### src/rtl/alu_status.sv
// alu_status: 6502 ALU result register, N/V/Z/C derivation and status register P.
// Optional NMOS-style BCD correction (one extra ADJ cycle) when ALU_STATUS_DECIMAL_EN is defined.
module alu_status #(
  parameter logic [7:0] RESET_P = 8'h34
) (
  input  logic       clk,
  input  logic       rst_n,
  input  logic [7:0] alu_a,
  input  logic [7:0] alu_b,
  input  logic       alu_ci,
  input  logic [7:0] alu_f,
  input  logic       alu_co,
  input  logic       alu_valid,
  input  logic       sub,
  input  logic       dec_req,
  input  logic [3:0] upd,
  input  logic       load_p,
  input  logic [7:0] db_in,
  input  logic [7:0] set_mask,
  input  logic [7:0] clr_mask,
  input  logic       irq_set_i,
  input  logic       b_push,
  output logic [7:0] result,
  output logic       result_valid,
  output logic       busy,
  output logic [7:0] p,
  output logic [7:0] p_push
);
  typedef enum logic {IDLE, ADJ} state_t;
  state_t state, state_n;
  logic [7:0] a_q, b_q, f_q, sa, sb, sf, r1, dec_r, res_n, p_alu, p_n;
  logic       ci_q, co_q, sub_q, sci, sco, hc, lo_fix, hi_fix, fin, c_n, v;
  logic [3:0] upd_q, su;
  logic [4:0] lo_sum;
  logic       dec_go;
`ifdef ALU_STATUS_DECIMAL_EN
  assign dec_go = alu_valid & dec_req & p[3];
`else
  logic unused_dec;
  assign unused_dec = dec_req;
  assign dec_go = 1'b0;
`endif
  always_ff @(posedge clk or negedge rst_n)
    if (!rst_n) state <= IDLE;
    else state <= state_n;
  always_comb state_n = (state == IDLE && dec_go) ? ADJ : IDLE;
  always_comb begin
    busy = state == ADJ;
    p_push = {p[7:6], 1'b1, b_push, p[3:0]};
  end
  // In ADJ the latched operands drive the flag logic; in IDLE the live ALU outputs do.
  always_comb begin
    sa = busy ? a_q : alu_a;
    sb = busy ? b_q : alu_b;
    sf = busy ? f_q : alu_f;
    sci = busy ? ci_q : alu_ci;
    sco = busy ? co_q : alu_co;
    lo_sum = {1'b0, sa[3:0]} + {1'b0, sb[3:0]} + {4'b0, sci};
    hc = lo_sum[4];
    lo_fix = hc | (sf[3:0] > 4'd9);
    r1 = sf + (lo_fix ? 8'h06 : 8'h00);
    hi_fix = sco | (r1[7:4] > 4'd9);
    dec_r = sub_q ? {sf[7:4] - (sco ? 4'd0 : 4'd6), sf[3:0] - (hc ? 4'd0 : 4'd6)}
                  : r1 + (hi_fix ? 8'h60 : 8'h00);
    fin = busy | (alu_valid & ~dec_go);
    res_n = busy ? dec_r : alu_f;
    c_n = (busy & ~sub_q) ? hi_fix : sco;
    v = (sa[7] == sb[7]) & (sf[7] != sa[7]);
    su = fin ? (busy ? upd_q : upd) : 4'h0;
    p_alu = {su[3] ? sf[7] : p[7], su[2] ? v : p[6], p[5:2], su[1] ? sf == 8'h00 : p[1], su[0] ? c_n : p[0]};
    p_n = (p_alu & ~clr_mask) | set_mask;
    p_n[2] = p_n[2] | irq_set_i;
    p_n = load_p ? db_in : p_n;
    p_n[5:4] = 2'b11;
  end
  always_ff @(posedge clk or negedge rst_n)
    if (!rst_n) begin
      p <= RESET_P;
      result <= 8'h00;
      result_valid <= 1'b0;
      {a_q, b_q, f_q, ci_q, co_q, sub_q, upd_q} <= '0;
    end else begin
      p <= p_n;
      result_valid <= fin;
      if (fin) result <= res_n;
      if (state == IDLE && dec_go) {a_q, b_q, f_q, ci_q, co_q, sub_q, upd_q} <= {alu_a, alu_b, alu_f, alu_ci, alu_co, sub, upd};
    end
endmodule
### config.mk
export PLATFORM = sky130hd
export DESIGN_NAME = alu_status
export DESIGN_NICKNAME = d
export VERILOG_FILES = /design/src/rtl/alu_status.sv
export SDC_FILE = /design/constraint.sdc
export NUM_CORES = 1
export LEC_CHECK = 0
export ABC_AREA = 1
export BUFFER_PORTS_ARGS = -buffer_cell sky130_fd_sc_hd__buf_2
export CAP_MARGIN = 0
export CORE_MARGIN = 10
export CORE_UTILIZATION = 36
export CTS_CLUSTER_SIZE = 20
export DETAILED_ROUTE_END_ITERATION = 8
export PLACE_DENSITY = 0.84
export SYNTH_ARGS = -nofsm -noshare
export SYNTH_HDL_FRONTEND = slang
export SYNTH_SLANG_ARGS = --single-unit
### constraint.sdc
create_clock -name clk -period 1.65 [get_ports clk]
set_clock_uncertainty 0.1 [all_clocks]
set_input_delay 0.33 -clock clk [delete_from_list [all_inputs] [get_ports clk]]
set_output_delay 0.33 -clock clk [all_outputs]
set_load 0.02 [all_outputs]
==> results.cfg <==
[detailed_routing]
vias_per_cell = 4.454
dr_total_vias = 824
avgRoutedWirePerCell_um = 13.49
routed_wl_mm = 2.495
postRouteAntennaNets = 0
drt_pre_antenna_iters = 4
initialDrtViolationCount = 23
drcViolationCount = 0

[clocking]
insertion_delay_ns = 0.27
clk_pin_slew_ns = 0.08
cts_buffer_depth = 2
clock_sinks = 15
htree_levels = 1
cts_resized = 0
numCtsBuffers = 3
post-cts-setup-buffers = 0
cts_root_buf = clkbuf_4
cts_tree = built

[sta]
finalCritPeriodShare_pct = 85.17
fin_setup_tns_ns = 0
rsz0062_at_grt = false
finalSetupViolCount = 0
slew_violations = 0
max_freq_mhz = 711.6
final-hold-violation-count = 0
fin_crit_ns = 1.405

[placement]
port_buffers = 58
dp_hpwl_mm = 2.116
place.gp.congestion = 0.7504

[worst_setup_path]
crit_arrival_ns = 0.98
path_max_fanout = 3
worstSetupPathType = reg2out
crit_buf_inv = 1
cp_slowest_cell = dfstp_2
cp.required_ns = 1.22
crit_family = flip-flops
end_kind = output pin
start_kind = register
crit_chain = buf_2
crit_path_max_incr_delay_ns = 0.54

[cells_and_area]
drive_gt1_share_pct = 40.51
area_growth_pct = 33.91
fin_util_pct = 52.27
n_fill_cell = 210
nNetsFinal = 221
num_antenna_cells = 0

[global_route]
grt-ovfl-total = 0
grt_max_degree = 16
track_usage_pct = 10.87
grt_util_met3_pct = 2.508
antenna_found_initial = 0
use_met2_pct = 19.91
use_met1_pct = 11.14
grt_pass1_wl_mm = 3.788
busiest_layer = met2
grt_pass1_vias = 869

[floorplanning]
fp.dieArea_um2 = 4496
coreArea_um2 = 2042
die_y_um = 67.05
die_width_um = 67.05
initial_core_util_pct = 39.03
rows = 16
ios = 88

[synthesis]
ys_seq_area_share_pct = 47.25
synth_cells = 106
synth-seq-cells = 15
synth.avg_cell_area_um2 = 7.519
ys_warn_count = 0
synthDistinctLibCells = 16
syn_area_um2 = 797.0

[pwr]
internal_power_uw = 580.6
seqPwrFrac_pct = 48.6
comb_power_share_pct = 27.6
netSwitchingFraction_pct = 32.45
power_per_cell_area_nw_per_um2 = 805.4
ir_drop_uv = 522.0
power_switching_uw = 278.9
leakage_nw = 0.6250
power.share.clock_pct = 23.8

[worst_hold_path]
min-delay-path-class = in2reg

[outcome]
status = completed

[job]
maxCapViolCount = 0
==> area by class of cell <==
cell class / instances / area, um^2 / area share [%]
Tap cell: 27 / 33.78 / 3.165
Clock buffer: 4 / 26.28 / 2.462
Timing Repair Buffer: 59 / 300.3 / 28.14
Multi-Input combinational cell: 73 / 304.0 / 28.49
Sequential cell: 15 / 376.6 / 35.29
Inverter: 7 / 26.28 / 2.462
==> per-layer routing <==
layer,routed length (um),share of wire [%]
met5,0,0
met4,55,2.2
met3,220,8.8
met2,1275,51
met1,943,38
==> what timing repair did <==
item	CTS	global route
endpoints found under the hold margin	14	0
hold buffers	1	0
endpoints found under the setup margin	0	0
==> state kept, by name, indices dropped and copies added, names as in the netlist <==
register	flops
result_valid	1
result	8
p	6
==> cell families after synthesis <==
family | Yosys count | synth area share, %
other | 2 | 0.9423
AO/OA/AOI/OAI | 12 | 8.320
flip-flops | 15 | 47.25
AND/OR/NAND/NOR | 57 | 27.94
buffers and inverters | 20 | 15.54
==> worst paths after layout <==
check / from / endpoint / slack [ns] / cells past startpoint
setup / recovery: p[2]$_DFF_PN1_ / p[2] / 0.24 / 1
setup reg to reg: p[7]$_DFF_PN0_ / p[7]$_DFF_PN0_ / 0.75 / 4
hold / removal: clr_mask[2] / p[2]$_DFF_PN1_ / 0.16 / 4
hold reg to reg: result[5]$_DFFE_PN0P_ / result[5]$_DFFE_PN0P_ / 0.38 / 2
max in group asynchronous: rst_n / p[2]$_DFF_PN1_ / 0.73 / 2
min in group asynchronous: rst_n / result[0]$_DFFE_PN0P_ / 0.41 / 2
==> power groups by stage <==
stage | Sequential, mW | Combinational, mW | Clock [mW]
2_1_floorplan | 0.463 | 0.113 | 0
3_3_place_gp | 0.422 | 0.232 | 0
3_5_place_dp | 0.425 | 0.238 | 0
4_1_cts | 0.418 | 0.240 | 0.209
5_1_grt | 0.421 | 0.262 | 0.229
6_report | 0.417 | 0.237 | 0.205
==> synth_stat cells (all sizes together) <==
master | count | area share, %
nor3 | 1 | 0.63
nand2 | 34 | 17
inv | 7 | 3.3
clkbuf | 1 | 0.47
buf | 12 | 12
conb | 2 | 0.94
o211ai | 1 | 0.94
a21oi | 8 | 5.5
o21ai | 3 | 1.9
dfrtp | 14 | 44
dfstp | 1 | 3.3
nor2 | 22 | 10
==> metrics by stage <==
step	total power, mW	cells	setup slack [ns]	hold WS [ns]	area (um^2)
finish	0.8595	185	0.2447	0.1577	1067
global route	0.9119	185	0.2070	0.1783	1067
CTS	0.8671	185	0.2303	0.1508	1067
detailed placement	0.6627	180	0.2882	0.1509	1031
global placement	0.6538	180	0.3103	0.1486	1031
floorplan	0.5762	108	0.4885	-0.06559	804.5
==> cell usage in the layout, fill, tap and decap left out <==
cell,count
a21oi_1,7
a21oi_2,1
buf_2,58
clkbuf_1,1
clkbuf_4,3
conb_1,4
dfrtp_1,14
dfstp_2,1
dlygate4sd3_1,1
inv_1,7
nand2_1,33
nand2_4,1
nor2_1,22
nor3_1,1
o211ai_1,1
o21ai_0,2
o21ai_1,1
Note: power is estimated with default switching activity, not from simulation.
